[config.mk]
export PLATFORM = sky130hd
export DESIGN_NAME = usb_crc_engine
export DESIGN_NICKNAME = d
export VERILOG_FILES = /design/src/rtl/usb_crc_engine.sv
export SDC_FILE = /design/constraint.sdc
export NUM_CORES = 1
export LEC_CHECK = 0
export CORE_ASPECT_RATIO = 1.4
export CORE_UTILIZATION = 49
export CTS_CLUSTER_DIAMETER = 200
export DETAILED_ROUTE_END_ITERATION = 10
export PLACE_DENSITY_LB_ADDON = 0.08
export SYNTH_ARGS = -nofsm -noshare
export SYNTH_HDL_FRONTEND = slang
export SYNTH_SLANG_ARGS = --single-unit
[constraint.sdc]
create_clock -name clk -period 1.36 [get_ports clk]
set_input_delay 0.136 -clock clk [delete_from_list [all_inputs] [get_ports clk]]
set_output_delay 0.136 -clock clk [all_outputs]
set_load 0.1 [all_outputs]
[src/rtl/usb_crc_engine.sv]
// Serial USB CRC generator/checker: accumulates payload bits, can serialise the
// inverted remainder onto the line, and flags the residual for RX checking.
module usb_crc_engine #(
  parameter int               CRC_W    = 16,
  parameter logic [CRC_W-1:0] POLY     = 16'h8005,
  parameter logic [CRC_W-1:0] INIT     = {CRC_W{1'b1}},
  parameter logic [CRC_W-1:0] RESIDUAL = 16'h800D
) (
  input  logic             clk,
  input  logic             rst,
  input  logic             clear,
  input  logic             enable,
  input  logic             bit_strobe,
  input  logic             data_bit,
  input  logic             append_req,
  output logic             crc_bit,
  output logic             append_busy,
  output logic             append_done,
  output logic [CRC_W-1:0] crc_out,
  output logic             residual_ok
);

  localparam int CNT_W = (CRC_W > 2) ? $clog2(CRC_W) : 1;

  typedef enum logic [1:0] {IDLE, ACCUM, APPEND} state_t;

  state_t             state_q, state_d;
  logic [CRC_W-1:0]   q_q, q_d;
  logic [CRC_W-1:0]   snap_q, snap_d;
  logic [CNT_W-1:0]   cnt_q, cnt_d;
  logic               done_q, done_d;
  logic               data_strobe;
  logic               last_strobe;

  function automatic logic [CRC_W-1:0] crc_step(input logic [CRC_W-1:0] cur,
                                                input logic b);
    logic fb;
    fb = b ^ cur[CRC_W-1];
    return {cur[CRC_W-2:0], 1'b0} ^ (fb ? POLY : '0);
  endfunction

  assign data_strobe = bit_strobe & enable & (state_q != APPEND);
  assign last_strobe = (state_q == APPEND) & bit_strobe & (cnt_q == '0);

  always_ff @(posedge clk) begin
    if (rst) begin
      state_q <= IDLE;
      q_q     <= INIT;
      snap_q  <= '0;
      cnt_q   <= '0;
      done_q  <= 1'b0;
    end else begin
      state_q <= state_d;
      q_q     <= q_d;
      snap_q  <= snap_d;
      cnt_q   <= cnt_d;
      done_q  <= done_d;
    end
  end

  always_comb begin
    state_d = state_q;
    if (clear) begin
      state_d = IDLE;
    end else begin
      unique case (state_q)
        IDLE: begin
          if (append_req)       state_d = APPEND;
          else if (data_strobe) state_d = ACCUM;
        end
        ACCUM: begin
          if (append_req) state_d = APPEND;
        end
        APPEND: begin
          if (last_strobe) state_d = IDLE;
        end
        default: state_d = IDLE;
      endcase
    end
  end

  // The snapshot is taken from q_d so a data bit strobed alongside append_req is covered.
  always_comb begin
    q_d    = q_q;
    snap_d = snap_q;
    cnt_d  = cnt_q;
    done_d = 1'b0;
    if (clear) begin
      q_d    = INIT;
      snap_d = '0;
      cnt_d  = '0;
    end else if (state_q == APPEND) begin
      if (bit_strobe) begin
        q_d    = crc_step(q_q, snap_q[CRC_W-1]);
        snap_d = {snap_q[CRC_W-2:0], 1'b0};
        if (cnt_q != '0) cnt_d = cnt_q - CNT_W'(1);
        done_d = last_strobe;
      end
    end else begin
      if (data_strobe) q_d = crc_step(q_q, data_bit);
      if (append_req) begin
        snap_d = ~q_d;
        cnt_d  = CNT_W'(CRC_W - 1);
      end
    end
  end

  always_comb begin
    append_busy = (state_q == APPEND);
    crc_bit     = append_busy & snap_q[CRC_W-1];
    append_done = done_q;
    crc_out     = ~q_q;
    residual_ok = (q_q == RESIDUAL);
  end

endmodule
==> impl_metrics.json <==
{
  "outcome": "finished with violations",
  "failed_checks": "negative setup slack",
  "synthArstFlopShare_pct": 0,
  "track_usage_pct": 26.5,
  "path_cells": "nor4_2, nand4_1, nor2_4, buf_12",
  "min_period_ps": 1590,
  "drt_first_pass_iters": 4,
  "synth_edf_count": 0,
  "period_share_pct": 117,
  "cts_max_level": 2,
  "slew_headroom_pct": 73.9,
  "combinationalPowerShare_pct": 25.0,
  "synth_area_leaders": "dfxtp_1, mux2i_1, nand2_1, o211ai_1, a21oi_1",
  "die-area_um2": 4320,
  "tritoncts": "built",
  "finalWeightedCongestion": 0.853,
  "p_per_area_nw_per_um2": 918,
  "power_uw": 2990,
  "clk_pin_slew_ps": 80,
  "grt_overflow": 0,
  "fillers": 209,
  "final_net_count": 310,
  "syn_nets": 250,
  "grt_max_degree": 27,
  "rsz0062_at_grt": "true",
  "setup_viol": 23,
  "skew_ps": 7.88,
  "cts_buffer_depth": 2,
  "final_max_slew_viol_count": 0,
  "grt_pass1_vias": 1928,
  "syn2layout_area_growth_pct": 64.1,
  "clock_latency_ps": 300,
  "yosysWarnings": 0,
  "pin_count": 27,
  "syn_area_um2": 1990,
  "dpl_cell_area_um2": 2750,
  "wl_mm": 6.39,
  "r2r_slack_ps": -70,
  "clockRootBuffer": "clkbuf_8",
  "initialDrtViolationCount": 156,
  "hp-class": "register to register",
  "cts_made_buffers": 5,
  "startpoint_type": "register",
  "cap_violations": 0,
  "synthesis.instances": 242,
  "syn_area_per_cell_um2": 8.22,
  "crit_path_top_delay_cell": "dfxtp_1",
  "p_clk_share_pct": 34.2,
  "fmax_mhz": 630,
  "intPower_uw": 2110,
  "worst_slack_ps": -227,
  "cp.required_ps": 1220,
  "ir_drop_uv": 933,
  "synth_top_area_share_pct": 39.3,
  "worst-path-buf-inv": 1,
  "routedWlPerCell_um": 18.5,
  "worstPathArrival_ps": 1450,
  "swShare_pct": 29.7,
  "die_width_um": 55.8,
  "yosys.cell_count.top_type": "dfxtp_1",
  "grt_pass1_wl_mm": 9.00,
  "cts.sinks": 39,
  "crit_family": "simple AND/OR/NAND/NOR gates",
  "io_buffers": 26,
  "post-dp-hpwl_mm": 3.67,
  "antenna_left": 0,
  "tightest_slew_ps": 388,
  "yosys-top-cells-count": "dfxtp_1, nand2_1, a21oi_1",
  "ys_ff_latch": 39,
  "slowest_delay_ps": 340,
  "p_leak_uw": 0.00147,
  "antenna_cells": 0,
  "post-route-drc-count": 0,
  "coreArea_um2": 3920,
  "endpoint_kind": "primary output",
  "crit_type": "register to primary output",
  "hold-worst-slack_ps": 463,
  "fp-row-count": 27,
  "yosysSeqAreaShare_pct": 39.3,
  "dp_worst_setup_slack_ps": -189,
  "initial_core_util_pct": 50.7,
  "power_switching_uw": 888,
  "die_y_um": 77.4,
  "yosysUniqueCellTypes": 41,
  "seq_power_share_pct": 40.8,
  "fin_area_um2": 3260,
  "vias": 2095,
  "critPathMaxFanout": 2,
  "layout-drive-gt1-share_pct": 43.2,
  "synth_largest_area_cell": "dfxtp_1",
  "fin_setup_tns_ps": -1050,
  "antenna_found_initial": 0,
  "hold_viol_final": 0,
  "synthFlopType": "dfxtp_1",
  "vias_per_cell": 6.05
}
## flip-flops by register name, summed over array words and instances (netlist names)
register / count
q_q: 16
state_q: 2
cnt_q: 4
snap_q: 16
append_done: 1
## final timing paths
path | start | end | depth (start not counted)
setup / recovery | q_q[14] | residual_ok | 4
hold / removal | snap_q[10] | snap_q[10] | 2
setup reg to reg | state_q[0] | snap_q[5] | 6
hold reg to reg | snap_q[10] | snap_q[10] | 2
## cell usage in the layout (no fill, tap or decap), drive strengths merged, types with 2 or more instances in the layout
cell / Yosys / routed
a21oi: 23 / 23
or4: 2 / 2
nor3: 4 / 4
clkinvlp: 0 / 3
o31ai: 2 / 2
o211ai: 15 / 15
nand2: 31 / 31
a31oi: 3 / 3
o22ai: 11 / 11
nor4: 3 / 3
and2: 13 / 13
o21ai: 5 / 5
nand3: 4 / 4
nor2: 12 / 12
clkdlybuf4s50: 0 / 6
mux2i: 13 / 13
buf: 13 / 62
clkbuf: 6 / 10
nand4: 2 / 2
xnor2: 5 / 5
inv: 19 / 16
a211oi: 2 / 2
dfxtp: 39 / 39
## power groups by stage
stage | registers [uW] | logic [uW] | clock network [uW]
3_3_place_gp | 1240 | 615 | 0
3_5_place_dp | 1240 | 621 | 0
5_1_grt | 1220 | 792 | 1080
2_1_floorplan | 1230 | 389 | 0
6_report | 1220 | 749 | 1020
4_1_cts | 1220 | 644 | 1020
## tightest hold or removal path: stages, from the launching register on
cell     delay, ps
dfxtp_1        310
nand2_1         50
a21oi_1         50
## per-stage QoR
stage               cells  util [%]
floorplan             242         -
global placement      325      70.3
detailed placement    325      70.3
CTS                   336      75.1
global route          346      83.3
finish                346      83.3
## cells by family (layout without fill, tap and decap cells)
kind of cell	after synthesis	after routing	synth area share [%]
buffers and inverters	38	99	8.87
xor gates and xnor gates	7	7	3.84
and+or+nand+nor	79	79	19.7
DFF	39	39	39.3
muxes	13	13	6.54
adders and majority gates	1	1	0.629
AOI/OAI and AO/OA	65	65	21.1
## layer usage
metal	track usage (%)	part of all wire [%]
met1	31.2	38
met3	4.33	5.4
met5	0	0
met2	47.1	53
met4	11.2	2.9
## area by class of cell
| class | count | area, um^2 | area share (%) |
|---|---|---|---|
| Inverter | 19 | 87.6 | 2.68 |
| Multi-Input combinational cell | 165 | 1250 | 38.4 |
| Clock inverter | 2 | 35.0 | 1.07 |
| Sequential cell | 39 | 795 | 24.3 |
| Clock buffer | 6 | 82.6 | 2.53 |
| Tap cell | 43 | 53.8 | 1.65 |
| Timing Repair Buffer | 72 | 957 | 29.3 |
## what timing repair did
item	in CTS	in global routing
buffers inserted	3	5
resized for setup	12	43
setup endpoints to repair	7	26
hold buffers	0	0
gates cloned	0	5
pin swaps	4	35
(Power assumes the default switching activity.)
